## config.mk

```make
export PLATFORM = sky130hd
export DESIGN_NAME = bcd_scan_decoder
export DESIGN_NICKNAME = d
export VERILOG_FILES = /design/src/rtl/bcd_scan_decoder.sv
export SDC_FILE = /design/constraint.sdc
export NUM_CORES = 1
export LEC_CHECK = 0
export ABC_AREA = 1
export BUFFER_PORTS_ARGS = -buffer_cell sky130_fd_sc_hd__buf_2
export CAP_MARGIN = 15
export CORE_UTILIZATION = 25
export DETAILED_ROUTE_END_ITERATION = 10
export PLACE_DENSITY_LB_ADDON = 0.1
export SYNTH_ARGS = -nofsm -noshare
export SYNTH_HDL_FRONTEND = slang
export SYNTH_SLANG_ARGS = --single-unit
```

## constraint.sdc

```tcl
create_clock -name clk -period 1.7 [get_ports clk]
set_input_delay 0.17 -clock clk [delete_from_list [all_inputs] [get_ports clk]]
set_output_delay 0.17 -clock clk [all_outputs]
set_load 0.03 [all_outputs]
```

## src/rtl/bcd_scan_decoder.sv

```systemverilog
// ---------------------------------------------------------------------------
// bcd_scan_decoder
//
// Captures a packed multi-digit BCD word and scans it one digit at a time
// onto a single one-hot decimal bus. Each digit slot is held for SCAN_DIV
// clocks. A new word is staged in a shadow register and only copied to the
// displayed (active) register at the end of a full frame, so a frame never
// mixes old and new digits.
//
// Parameters:
//   DIGITS   - number of BCD digits (1..8), digit 0 is bcd_in[3:0]
//   SCAN_DIV - clocks per digit slot (>= 1)
//
// Ports:
//   clk      in   system clock, rising edge
//   rst_n    in   asynchronous active-low reset
//   load     in   capture bcd_in into the shadow register
//   bcd_in   in   packed BCD word, nibble k is digit k
//   lz_blank in   enable leading-zero blanking (sampled every clock)
//   err_clr  in   clear the sticky error flag
//   d_out    out  one-hot decimal value of the current digit
//   dig_sel  out  one-hot select of the current digit slot
//   err      out  sticky flag, a loaded word contained a nibble above 9
// ---------------------------------------------------------------------------
module bcd_scan_decoder #(
    parameter int DIGITS   = 4,
    parameter int SCAN_DIV = 1000
) (
    input  logic                  clk,
    input  logic                  rst_n,
    input  logic                  load,
    input  logic [4*DIGITS-1:0]   bcd_in,
    input  logic                  lz_blank,
    input  logic                  err_clr,
    output logic [9:0]            d_out,
    output logic [DIGITS-1:0]     dig_sel,
    output logic                  err
);

    // Counter widths are kept at least one bit so SCAN_DIV=1 / DIGITS=1 work.
    localparam int PW = (SCAN_DIV > 1) ? $clog2(SCAN_DIV) : 1;
    localparam int IW = (DIGITS > 1) ? $clog2(DIGITS) : 1;
    localparam logic [PW-1:0] PS_LAST  = PW'(SCAN_DIV - 1);
    localparam logic [IW-1:0] IDX_LAST = IW'(DIGITS - 1);

    logic [PW-1:0]         prescaler;
    logic [IW-1:0]         idx;
    logic [4*DIGITS-1:0]   shadow;
    logic [4*DIGITS-1:0]   active;

    logic                  tc;
    logic                  wrap;
    logic [3:0]            cur_nib;
    logic                  cur_blank;
    logic                  in_invalid;
    logic                  zero_run;
    logic [9:0]            dec;
    logic [DIGITS-1:0]     sel;

    assign tc   = (prescaler == PS_LAST);
    assign wrap = tc && (idx == IDX_LAST);

    // Digit selection, blanking and decode for the slot currently indexed.
    // The zero run is accumulated from the most significant digit down, so a
    // digit is blankable only when it and every digit above it are zero.
    // Digit 0 is never blankable, which keeps a value of zero visible.
    always_comb begin
        cur_nib   = 4'd0;
        cur_blank = 1'b0;
        zero_run  = 1'b1;
        sel       = '0;
        dec       = '0;
        for (int k = DIGITS - 1; k >= 0; k--) begin
            zero_run = zero_run && (active[4*k +: 4] == 4'd0);
            if (idx == IW'(k)) begin
                cur_nib   = active[4*k +: 4];
                cur_blank = lz_blank && (k > 0) && zero_run;
                sel[k]    = 1'b1;
            end
        end
        // Codes 10..15 fall through with no line set.
        for (int v = 0; v < 10; v++) begin
            if (cur_nib == 4'(v)) begin
                dec[v] = 1'b1;
            end
        end
    end

    // Any nibble of the incoming word above 9 marks the load as invalid.
    always_comb begin
        in_invalid = 1'b0;
        for (int k = 0; k < DIGITS; k++) begin
            if (bcd_in[4*k +: 4] > 4'd9) begin
                in_invalid = 1'b1;
            end
        end
    end

    // Scan counters, double buffer, sticky error and registered outputs.
    // On a wrap edge with a simultaneous load the incoming word goes straight
    // to the active register so the newest value is the one displayed next.
    // An invalid load takes priority over err_clr on the same edge.
    always_ff @(posedge clk or negedge rst_n) begin
        if (!rst_n) begin
            prescaler <= '0;
            idx       <= '0;
            shadow    <= '0;
            active    <= '0;
            err       <= 1'b0;
            d_out     <= '0;
            dig_sel   <= '0;
        end else begin
            if (tc) begin
                prescaler <= '0;
                idx       <= (idx == IDX_LAST) ? '0 : idx + IW'(1);
            end else begin
                prescaler <= prescaler + PW'(1);
            end

            if (load) begin
                shadow <= bcd_in;
            end

            if (wrap) begin
                active <= load ? bcd_in : shadow;
            end

            if (load && in_invalid) begin
                err <= 1'b1;
            end else if (err_clr) begin
                err <= 1'b0;
            end

            d_out   <= cur_blank ? 10'd0 : dec;
            dig_sel <= cur_blank ? '0 : sel;
        end
    end

endmodule

```

==> qor.log, run 1 <==
INFO  outcome        outcome=completed
INFO  cells_and_area drive_gt1_share=19.5%
INFO  power_and_ir_drop intPower=2120uW
INFO  setup_path     worst_setup_ep_type=flop
INFO  run            maxCapViolations=0
INFO  clock_tree     cts_root_buffer=sky130_fd_sc_hd__clkbuf_8
INFO  placed_design  dp_slack=0.0324ns
INFO  clock_tree     max-clock-path-buffers=2
INFO  yosys          synth_top_cells_by_count=125 x sky130_fd_sc_hd__nand2_1, 59 x sky130_fd_sc_hd__dfrtp_1, 32 x sky130_fd_sc_hd__nor2_1
INFO  power_and_ir_drop p_clk_share=42.8%
INFO  power_and_ir_drop cellLeakagePower=0.00173uW
INFO  floorplanning  core_area=0.0103mm^2
INFO  sta            fin_skew=0.0108ns
INFO  yosys          postSynth.topFlopCell=sky130_fd_sc_hd__dfrtp_1
INFO  clock_tree     cts_sinks=59
INFO  floorplanning  floorplan.die_area=0.0110mm^2
INFO  placed_design  gpl_congestion=0.788
INFO  setup_path     critPathKind=flop to flop
INFO  routing        drt-initial-drc-count=58
INFO  yosys          cell_type_with_the_highest_aggregate_area_in_the_netlist=sky130_fd_sc_hd__dfrtp_1
INFO  yosys          synthMostInstantiatedCell=sky130_fd_sc_hd__nand2_1
INFO  clock_tree     clk_pin_slew=0.07ns
INFO  sta            final-max-slew-violation-count=0
INFO  setup_path     crit_arrival=1.81ns
INFO  placed_design  port_buffers=35
INFO  sta            timing.slew.headroom=67.3%
INFO  setup_path     critical_path_required=1.94ns
INFO  grt            grt_overflow=0
INFO  routing        drt-vias-per-instance=4.19
INFO  grt            grt_pass1_vias=2148
INFO  sta            setup_ws=0.125ns
INFO  grt            wire_length_of_the_first_global_routing_pass=10600um
INFO  sta            final_min_period_over_clock_period=92.6%
INFO  sta            worstMarginPinSlew=0.490ns
INFO  cells_and_area fill_cell_total_of_the_finished_layout=1131
INFO  power_and_ir_drop ir_worst_vdd=0.000246V
INFO  routing        final_antenna_net_count=0
INFO  cells_and_area area_growth_syn_to_layout=22.6%
INFO  yosys          synth.yosys.seq_area_share=55.8%
INFO  routing        drc=0
INFO  routing        detail_route.wl_per_cell=12.2um
INFO  yosys          synth-warning-count=0
INFO  clock_tree     ctsHtreeMaxLevel=3
INFO  yosys          netlist_top_cells_area=sky130_fd_sc_hd__dfrtp_1 56%, sky130_fd_sc_hd__nand2_1 18%, sky130_fd_sc_hd__nor2_1 4.5%
INFO  setup_path     startpoint_type=flop
INFO  grt            grt_max_degree=60
INFO  yosys          synth_net_count=342
INFO  floorplanning  floorplan.rows=37
INFO  sta            fmax=635MHz
INFO  power_and_ir_drop p_sw_share=23.4%
INFO  clock_tree     tritoncts.num_buffers=9
INFO  routing        drt_wl_total=6180um
INFO  cells_and_area antenna_cell_count=0
INFO  clock_tree     clock_tree_from_tritoncts=built
INFO  clock_tree     worstSkewPairLatency=0.35ns
INFO  power_and_ir_drop switching_power=646uW
INFO  sta            totalNegativeSetupSlack=0ns
INFO  yosys          postSynth.asyncResetShare=100%
INFO  setup_path     worstPathMaxFanout=6
INFO  floorplanning  floorplan.initialDensity=25.8%
INFO  floorplanning  die_width=105um
INFO  yosys          synth_edf_count=0
INFO  sta            final_hold_viol_count=0
INFO  sta            time_the_final_worst_path_needs_with_i_o_delays_and_setup=1.57ns
INFO  routing        vias=2119
INFO  grt            grt_antenna_before_repair=0
INFO  yosys          synth_instances=316
INFO  cells_and_area sequential_cell_area=0.00148mm^2
INFO  sta            setup_repair_after_global_routing_missed_its_margin=false
INFO  cells_and_area nets=392
INFO  floorplanning  floorplan.io_pins=36
INFO  yosys          synth.ff_latch_count=59
INFO  power_and_ir_drop power.density_cell_area=852mW/mm^2
INFO  yosys          netlist.area_leader.share=55.8%
INFO  yosys          post_synth.cell_area_avg=8.38um^2
INFO  sta            finalSetupViolations=0
INFO  power_and_ir_drop power.combinational.fraction=4.8%
INFO  routing        firstDrtPassIters=4
INFO  power_and_ir_drop seq_power_share=52.4%
INFO  placed_design  place.detailed.hpwl=4450um
INFO  floorplanning  die_h=105um
INFO  yosys          post_synth_num_cell_types=25
INFO  cells_and_area multiInputGateArea=0.00101mm^2
INFO  grt            global_route.usage.total=12.5%
INFO  min_path       hold_path_class=input port to flop
INFO  yosys          synth.cell_area=0.00265mm^2
[worst max-delay path: stages, from the launching register on]
cell and delay (ns):
sky130_fd_sc_hd__dfrtp_1 0.41, sky130_fd_sc_hd__inv_1 0.10, sky130_fd_sc_hd__ha_1 0.20, sky130_fd_sc_hd__buf_4 0.16
sky130_fd_sc_hd__a21oi_1 0.08, sky130_fd_sc_hd__a21oi_1 0.22, sky130_fd_sc_hd__inv_1 0.08, sky130_fd_sc_hd__nand2_1 0.15
sky130_fd_sc_hd__nor2_1 0.06
[worst paths after layout]
kind / start / slack (ns) / to / cells past startpoint
setup / recovery: idx[1] / 0.13 / d_out[0] / 8
hold / removal: bcd_in[14] / 0.06 / shadow[14] / 3
setup reg to reg: idx[1] / 0.13 / d_out[0] / 8
hold reg to reg: shadow[1] / 0.47 / shadow[1] / 2
max in group asynchronous: rst_n / 1.05 / dig_sel[2] / 3
min in group asynchronous: rst_n / 0.35 / shadow[8] / 3
[routing by layer]
layer  vias to the layer above  track usage, %  wire length (um)
met3                        10            2.81               187
li1                       1072               -                 -
met5                         -               0                 0
met2                        35            18.6              2680
met4                         0            7.24               140
met1                      1002            16.6              3180
[registers in the layout (all words and copies together), names as in the netlist]
| signal | count |
|---|---|
| err | 1 |
| shadow | 16 |
| idx | 2 |
| active | 16 |
| d_out | 10 |
| dig_sel | 4 |
| prescaler | 10 |
[through the flow]
stage	hold slack [ns]	instance area, um^2	total power [uW]	utilization, %	instances
after floorplan	-0.126	2650	1530	-	316
after global placement	0.206	3020	1610	29.4	488
after detailed placement	0.209	3020	1610	29.4	488
after CTS	0.0539	3220	2810	31.4	505
after global routing	0.0707	3250	2890	31.6	506
final	0.0641	3250	2770	31.6	506
[kinds of logic (layout without fill, tap and decap cells)]
| kind of cell | Yosys count | count (layout) | synth area share (%) |
|---|---|---|---|
| AO/OA/AOI/OAI | 18 | 18 | 3.40 |
| XOR/XNOR | 3 | 3 | 0.993 |
| adder cells (fa/ha/maj) | 5 | 5 | 2.36 |
| buffers and inverters | 38 | 92 | 6.76 |
| flip-flops | 59 | 59 | 55.8 |
| AND/OR/NAND/NOR | 193 | 193 | 30.7 |
[what timing repair did]
action                                 in CTS  in global routing
endpoints found under the hold margin      60                  0
hold buffers                                2                  0
setup endpoints to repair                   0                 13
setup buffers                               0                  1
gates resized for setup                     0                  5
[cell usage in the layout (no fill, tap or decap), types with 2 or more instances in the layout]
cell / synthesis / routed
sky130_fd_sc_hd__xor2_1: 3 / 3
sky130_fd_sc_hd__buf_2: 4 / 35
sky130_fd_sc_hd__clkbuf_8: 0 / 12
sky130_fd_sc_hd__nand2_2: 1 / 2
sky130_fd_sc_hd__inv_1: 28 / 26
sky130_fd_sc_hd__buf_12: 0 / 2
sky130_fd_sc_hd__buf_4: 1 / 8
sky130_fd_sc_hd__ha_1: 5 / 4
sky130_fd_sc_hd__nor2_1: 32 / 32
sky130_fd_sc_hd__nand2_1: 125 / 124
sky130_fd_sc_hd__a21oi_1: 11 / 11
sky130_fd_sc_hd__dlygate4sd3_1: 0 / 2
sky130_fd_sc_hd__nor3_1: 3 / 3
sky130_fd_sc_hd__nand3_1: 23 / 23
sky130_fd_sc_hd__clkinv_2: 0 / 2
sky130_fd_sc_hd__inv_2: 1 / 3
sky130_fd_sc_hd__o21ai_0: 7 / 7
sky130_fd_sc_hd__dfrtp_1: 59 / 59
[layout make-up]
class | count | share of cell area, %
multi-input combinational | 219 | 31.0
clock inverter | 2 | 0.308
tap | 136 | 5.24
inverter | 30 | 3.62
clock buffer | 13 | 5.20
timing repair buffer | 47 | 9.10
sequential | 59 | 45.5
[power by group through the flow]
stage	Sequential (uW)	Clock (uW)	Combinational (uW)
final	1450	1180	133
after global routing	1450	1280	157
after CTS	1450	1220	139
after detailed placement	1480	0	136
after global placement	1470	0	134
after floorplan	1480	0	52.7
Note: power is estimated with default switching activity, not from simulation.
==> run 2: changes to the inputs <==
--- a/config.mk
+++ b/config.mk
@@ -6,10 +6,10 @@
 export NUM_CORES = 1
 export LEC_CHECK = 0
 export ABC_AREA = 1
-export BUFFER_PORTS_ARGS = -buffer_cell sky130_fd_sc_hd__buf_2
 export CAP_MARGIN = 15
 export CORE_UTILIZATION = 25
 export DETAILED_ROUTE_END_ITERATION = 10
+export DONT_BUFFER_PORTS = 1
 export PLACE_DENSITY_LB_ADDON = 0.1
 export SYNTH_ARGS = -nofsm -noshare
 export SYNTH_HDL_FRONTEND = slang
==> run 2 against run 1 <==
Wire length grew 0.40%. Worst setup slack gained 0.0050 ns. Cell area grew 0.39%. Largest power group unchanged.
==> qor.log, run 2 (synthesis results as in run 1) <==
INFO  clock_tree     max-clock-path-buffers=2 [unchanged]
INFO  setup_path     reg2reg_slack=0.18ns [+0.05 ns]
INFO  cells_and_area layout.cells.most_common=sky130_fd_sc_hd__nand2_1
INFO  sta            timing.slew.headroom=60.9% [-6.4 points]
INFO  clock_tree     worstSkewPairLatency=0.33ns [-0.02 ns]
INFO  cells_and_area drive_gt1_share=11.1% [-8.4 points]
INFO  sta            hold_ws=0.0997ns [+0.0356 ns]
INFO  floorplanning  floorplan.die_area=0.0110mm^2 [unchanged]
INFO  power_and_ir_drop seq_power_share=50.8% [-1.6 points]
INFO  sta            time_the_final_worst_path_needs_with_i_o_delays_and_setup=1.57ns [-0.00504 ns]
INFO  cells_and_area top_regs=active (16), shadow (16)
INFO  sta            setup_ws=0.130ns [+0.00505 ns]
INFO  grt            grt_max_degree=60 [unchanged]
INFO  cells_and_area post-route-cell-area=0.00326mm^2 [+0.39%]
INFO  grt            global_route.usage.total=12.7% [+0.15 points]
INFO  setup_path     startpoint_type=input port
INFO  power_and_ir_drop cellLeakagePower=0.00165uW [-4.8%]
INFO  clock_tree     cts_root_buffer=sky130_fd_sc_hd__clkbuf_8
INFO  sta            final_hold_viol_count=0 [unchanged]
INFO  cells_and_area area_growth_syn_to_layout=23.1%
INFO  setup_path     worstPathMaxFanout=16 [+10]
INFO  floorplanning  die_h=105um [unchanged]
INFO  sta            totalNegativeSetupSlack=0ns [unchanged]
INFO  floorplanning  floorplan.rows=37 [unchanged]
INFO  cells_and_area most-common-layout-cells=123 x sky130_fd_sc_hd__nand2_1, 59 x sky130_fd_sc_hd__dfrtp_1, 32 x sky130_fd_sc_hd__nor2_1
INFO  setup_path     critical_path_required=1.97ns [+0.03 ns]
INFO  power_and_ir_drop switching_power=657uW [+1.8%]
INFO  clock_tree     cts_sinks=59 [unchanged]
INFO  clock_tree     ctsHtreeMaxLevel=3 [unchanged]
INFO  setup_path     critPathKind=input port to flop
INFO  power_and_ir_drop p_clk_share=44.4% [+1.6 points]
INFO  outcome        outcome=completed
INFO  routing        drc=0 [unchanged]
INFO  setup_path     worst_setup_ep_type=flop
INFO  placed_design  postPlaceCellArea=0.00282mm^2 [-6.7%]
INFO  routing        firstDrtPassIters=4 [unchanged]
INFO  clock_tree     tritoncts.num_buffers=9 [unchanged]
INFO  placed_design  gpl_congestion=0.849 [+7.8%]
INFO  floorplanning  floorplan.initialDensity=25.8% [unchanged]
INFO  routing        vias=2041 [-3.7%]
INFO  grt            grt_antenna_before_repair=0 [unchanged]
INFO  routing        final_antenna_net_count=0 [unchanged]
INFO  floorplanning  core_area=0.0103mm^2 [unchanged]
INFO  grt            wire_length_of_the_first_global_routing_pass=10800um [+1.8%]
INFO  grt            grt_overflow=0 [unchanged]
INFO  grt            grt_pass1_vias=2130 [-0.84%]
INFO  routing        drt_wl_total=6210um [+0.40%]
INFO  sta            fin_skew=0.00730ns [-0.00350 ns]
INFO  cells_and_area antenna_cell_count=0 [unchanged]
INFO  power_and_ir_drop overall_power_after_layout=2860uW [+3.6%]
INFO  power_and_ir_drop power.combinational.fraction=4.9% [about the same]
INFO  power_and_ir_drop p_sw_share=22.9% [-0.41 points]
INFO  power_and_ir_drop power.density_cell_area=879mW/mm^2 [+3.2%]
INFO  routing        drt-vias-per-instance=4.18 [-0.13%]
INFO  sta            final_min_period_over_clock_period=92.3% [-0.30 points]
INFO  sta            final-max-slew-violation-count=0 [unchanged]
INFO  placed_design  dp_slack=0.0477ns [+0.0153 ns]
INFO  clock_tree     clk_pin_slew=0.07ns [about the same]
INFO  power_and_ir_drop ir_worst_vdd=0.000368V [+50%]
INFO  run            maxCapViolations=0 [unchanged]
INFO  routing        detail_route.wl_per_cell=12.7um [+4.1%]
INFO  placed_design  port_buffers=0 [-100%]
INFO  sta            worstMarginPinSlew=0.584ns [+0.0942 ns]
INFO  clock_tree     clock_tree_from_tritoncts=built
INFO  placed_design  place.detailed.hpwl=4310um [-3.2%]
INFO  power_and_ir_drop intPower=2210uW [+4.1%]
INFO  sta            finalSetupViolations=0 [unchanged]
INFO  setup_path     crit_arrival=1.84ns [+0.03 ns]
INFO  sta            setup_repair_after_global_routing_missed_its_margin=false
INFO  floorplanning  floorplan.io_pins=36 [unchanged]
INFO  min_path       hold_path_class=input port to flop
INFO  cells_and_area nets=373 [-4.8%]
INFO  floorplanning  die_width=105um [unchanged]
INFO  routing        drt-initial-drc-count=81 [+40%]
INFO  sta            fmax=637MHz [+0.32%]
## run 2: cell count changes in the layout (fill, tap and decap cells not counted), moves of 2 or more
cell | previous run | this run
sky130_fd_sc_hd__clkbuf_8 | 12 | 10
sky130_fd_sc_hd__dlygate4sd3_1 | 2 | 20
sky130_fd_sc_hd__buf_4 | 8 | 6
sky130_fd_sc_hd__buf_2 | 35 | 0
sky130_fd_sc_hd__a21oi_1 | 11 | 9
sky130_fd_sc_hd__a21oi_2 | 0 | 2
## run 2: worst max-delay path, cell delays in order
cell	delay (ns)
sky130_fd_sc_hd__dlygate4sd3_1	0.91
sky130_fd_sc_hd__nand2_1	0.11
sky130_fd_sc_hd__nand2_1	0.11
sky130_fd_sc_hd__dlygate4sd3_1	0.55
## run 2: metrics by stage
stage | utilization, % | std cells
finish | 31.7 | 488
floorplan | - | 316
global route | 31.7 | 488
CTS | 31.6 | 488
detailed placement | 27.5 | 451
global placement | 27.5 | 451
## run 2: per-layer routing
layer  global-route usage, %  part of all wire [%]
met1                    17.6                    52
met2                    18.5                    44
met3                    3.62                   3.4
met4                    4.83                   1.3
met5                       0                     0
## run 2: cell type report
class / count / area [um^2]
timing repair buffer: 28 / 293
fill: 1162 / 7020
sequential: 59 / 1480
tap: 136 / 170
clock inverter: 5 / 52.6
inverter: 30 / 118
multi-input combinational: 219 / 1010
clock buffer: 11 / 141
## run 2: worst paths after layout
kind / startpoint / end / depth (start not counted)
max in group asynchronous: rst_n / shadow[7] / 2
min: bcd_in[5] / active[5] / 4
max: load / shadow[5] / 4
min reg2reg: shadow[6] / shadow[6] / 2
min in group asynchronous: rst_n / shadow[10] / 2
max reg2reg: idx[1] / d_out[5] / 9
## run 2: timing repair
action                                  CTS  global route
hold endpoints to repair                 76             0
setup buffers                             0             0
endpoints found under the setup margin    0            12
resized for setup                         0             7
hold buffers                             21             0
## run 2: power by group through the flow
| stage | logic [uW] | registers, uW | clock network [uW] |
|---|---|---|---|
| final | 140 | 1450 | 1270 |
| after global routing | 160 | 1460 | 1400 |
| after CTS | 144 | 1450 | 1320 |
| after detailed placement | 62.1 | 1480 | 0 |
| after global placement | 61.6 | 1480 | 0 |
| after floorplan | 52.7 | 1480 | 0 |
==> run 3: changes to the inputs <==
--- a/config.mk
+++ b/config.mk
@@ -7,7 +7,7 @@
 export LEC_CHECK = 0
 export ABC_AREA = 1
 export CAP_MARGIN = 15
-export CORE_UTILIZATION = 25
+export CORE_UTILIZATION = 55
 export DETAILED_ROUTE_END_ITERATION = 10
 export DONT_BUFFER_PORTS = 1
 export PLACE_DENSITY_LB_ADDON = 0.1
==> run 3 against run 2 <==
The flow now finishes with violations (DRC). Highest routed layer unchanged. Wire length shrank 14%. Sequential share of layout area grew 2.6 points. Cell area shrank 5.5%. Utilization grew 37 points. Die area shrank 54%. Worst setup slack gained 0.0063 ns.
==> qor.log, run 3 (synthesis results as in run 1) <==
INFO  cells_and_area area_growth_syn_to_layout=16.3%
INFO  sta            worstMarginPinSlew=0.515ns [-0.0686 ns]
INFO  placed_design  gpl_congestion=0.806 [-5.0%]
INFO  cells_and_area fin_cells=397 [-19%]
INFO  floorplanning  die_width=71.4um [-32%]
INFO  grt            grt_max_degree=60 [unchanged]
INFO  routing        final_antenna_net_count=0 [unchanged]
INFO  setup_path     crit_arrival=1.79ns [-0.05 ns]
INFO  clock_tree     cts_setup_buffers=0 [unchanged]
INFO  clock_tree     cts_sinks=59 [unchanged]
INFO  setup_path     worst_setup_ep_type=flop
INFO  sta            timing.slew.headroom=65.6% [+4.7 points]
INFO  cells_and_area fill_cell_total_of_the_finished_layout=366 [-69%]
INFO  clock_tree     max-clock-path-buffers=2 [unchanged]
INFO  cells_and_area drive_gt1_share=9.86% [-1.2 points]
INFO  floorplanning  floorplan.rows=24 [-35%]
INFO  setup_path     critical_path.max_stage_delay=0.41ns [-0.50 ns]
INFO  routing        top_signal_layer_used=met4
INFO  setup_path     worstReg2RegStart=idx[1]
INFO  sta            setup_ws=0.136ns [+0.00634 ns]
INFO  routing        firstDrtPassIters=8 [+4]
INFO  routing        drc=4 [+4]
INFO  setup_path     startpoint_type=flop
INFO  grt            grt_antenna_before_repair=0 [unchanged]
INFO  cells_and_area layout.cells.most_common=sky130_fd_sc_hd__nand2_1
INFO  placed_design  placed_cells=363 [-20%]
INFO  clock_tree     cts_root_buffer=sky130_fd_sc_hd__clkbuf_8
INFO  cells_and_area antenna_cell_count=0 [unchanged]
INFO  clock_tree     clk_pin_slew=0.06ns [about the same]
INFO  cells_and_area nets=366 [-1.9%]
INFO  setup_path     critical_path_required=1.92ns [-0.05 ns]
INFO  floorplanning  floorplan.initialDensity=58.8% [+33 points]
INFO  placed_design  dp_slack=0.0110ns [-0.0366 ns]
INFO  setup_path     ff2ff_path_depth=8 [-1]
INFO  setup_path     cpMaxStageDelayCell=sky130_fd_sc_hd__dfrtp_1
INFO  sta            fin_skew=0.00726ns [-0.0000417 ns]
INFO  sta            totalNegativeSetupSlack=0ns [unchanged]
INFO  setup_path     worst_path_most_repeated_cell=sky130_fd_sc_hd__nand2_1
INFO  sta            final-max-slew-violation-count=0 [unchanged]
INFO  floorplanning  floorplan.die_area=0.00510mm^2 [-54%]
INFO  setup_path     reg2reg_slack=0.14ns [-0.04 ns]
INFO  cells_and_area most-common-layout-cells=123 x sky130_fd_sc_hd__nand2_1, 59 x sky130_fd_sc_hd__dfrtp_1, 32 x sky130_fd_sc_hd__nor2_1
INFO  power_and_ir_drop power.density_cell_area=854mW/mm^2 [-2.8%]
INFO  routing        drt-initial-drc-count=128 [+58%]
INFO  outcome        outcome=finished with violations
INFO  floorplanning  core_area=0.00450mm^2 [-56%]
INFO  cells_and_area fin_util=68.4% [+37 points]
INFO  min_path       hold_path_class=input port to flop
INFO  outcome        failed_checks=DRC
INFO  setup_path     critPathKind=flop to flop
INFO  clock_tree     tritoncts.num_buffers=9 [unchanged]
INFO  routing        drt-vias-per-instance=5.18 [+24%]
INFO  cells_and_area top_regs=active (16), shadow (16)
INFO  routing        detailroute.wirelength.met2=2330um [-14%]
INFO  power_and_ir_drop cellLeakagePower=0.00162uW [-2.1%]
INFO  placed_design  place.detailed.hpwl=3420um [-21%]
INFO  grt            grt_overflow=0 [unchanged]
INFO  floorplanning  die_h=71.4um [-32%]
INFO  min_path       worst_hold_depth=2 [-2]
INFO  setup_path     critPathLaunch=idx[1]
INFO  routing        m1WireLength=2650um [-17%]
INFO  placed_design  port_buffers=0 [unchanged]
INFO  setup_path     worstPathMaxFanout=8 [-8]
INFO  sta            fmax=640MHz [+0.41%]
INFO  clock_tree     worstSkewPairLatency=0.34ns [about the same]
INFO  power_and_ir_drop overall_power_after_layout=2630uW [-8.1%]
INFO  setup_path     cp_num_cells=8 [+4]
INFO  routing        drt_wl_total=5330um [-14%]
INFO  routing        detail_route.wl_per_cell=13.4um [+5.6%]
INFO  power_and_ir_drop ir_worst_vdd=0.000568V [+54%]
INFO  grt            grt_pass1_vias=1986 [-6.8%]
INFO  clock_tree     ctsHtreeMaxLevel=3 [unchanged]
INFO  sta            time_the_final_worst_path_needs_with_i_o_delays_and_setup=1.56ns [-0.00634 ns]
INFO  sta            final_hold_viol_count=0 [unchanged]
INFO  setup_path     path_buf_inv=1 [-1]
INFO  floorplanning  floorplan.io_pins=36 [unchanged]
INFO  routing        vias=2055 [+0.69%]
INFO  grt            wire_length_of_the_first_global_routing_pass=9160um [-15%]
INFO  clock_tree     clock_tree_from_tritoncts=built
INFO  sta            finalSetupViolations=0 [unchanged]
INFO  setup_path     crit_family=simple AND/OR/NAND/NOR gates
INFO  setup_path     path_cells=ha_1, nand2_1, nand2_1, nand3_1, a21oi_2, inv_1, nand2_2, nor2_1
INFO  min_path       timing.hold.worst.start=bcd_in[6]
INFO  routing        met3WireLength=259um [+21%]
INFO  grt            global_route.usage.total=24.0% [+11 points]
INFO  sta            final_min_period_over_clock_period=92.0% [-0.37 points]
INFO  run            maxCapViolations=0 [unchanged]
[run 3: cell types whose count changed in the layout (fill, tap and decap cells not counted), moves of 2 or more]
cell                            change
sky130_fd_sc_hd__dlygate4sd3_1      -4
sky130_fd_sc_hd__ha_1               -2
sky130_fd_sc_hd__buf_4              -4
sky130_fd_sc_hd__clkbuf_1           +3
[run 3: layer usage]
layer  vias to the layer above  track usage, %
li1                       1029               -
met1                       961            34.5
met2                        57            34.3
met3                         8            5.20
met4                         0            12.7
met5                         -               0
[run 3: final timing paths]
| kind | endpoint |
|---|---|
| setup / recovery | d_out[0] |
| min in group asynchronous | dig_sel[1] |
| setup reg to reg | d_out[0] |
| max in group asynchronous | shadow[12] |
| hold reg to reg | shadow[7] |
| hold / removal | shadow[6] |
[run 3: per-stage QoR]
stage	hold slack, ns	cell area, um^2
after floorplan	-0.126	2650
after global routing	0.00979	3080
after detailed placement	-0.124	2690
after CTS	0.000247	3040
after global placement	-0.124	2690
final	0.00771	3080
[run 3: report_power, final]
group	leakage, uW	switching [uW]	internal, uW
clock	0.0000812	521	523
sequential	0.000690	15.8	1440
combinational	0.000845	78.0	53.0
total	0.00162	615	2020
[run 3: layout make-up]
type | instances | area [um^2] | share of cell area [%]
flip-flops and latches | 59 | 1480 | 47.9
multi-input cells | 219 | 1030 | 33.5
repair buffers | 21 | 235 | 7.64
clock buffers | 13 | 139 | 4.51
inverters | 30 | 118 | 3.82
well taps | 52 | 65.1 | 2.11
clock inverters | 3 | 15.0 | 0.488
[run 3: worst register-to-register path: cells and delay by family (launching register included)]
family	cells	cell delay (ns)
buffers and inverters	1	0.08
adders and majority gates	1	0.34
AOI/OAI and AO/OA	1	0.20
DFF	1	0.41
and+or+nand+nor	5	0.43
[run 3: timing repair]
action,4_1_cts,5_1_grt
hold buffers,18,0
pin swaps,0,1
hold endpoints to repair,75,0
endpoints found under the setup margin,1,26
gates resized for setup,1,11
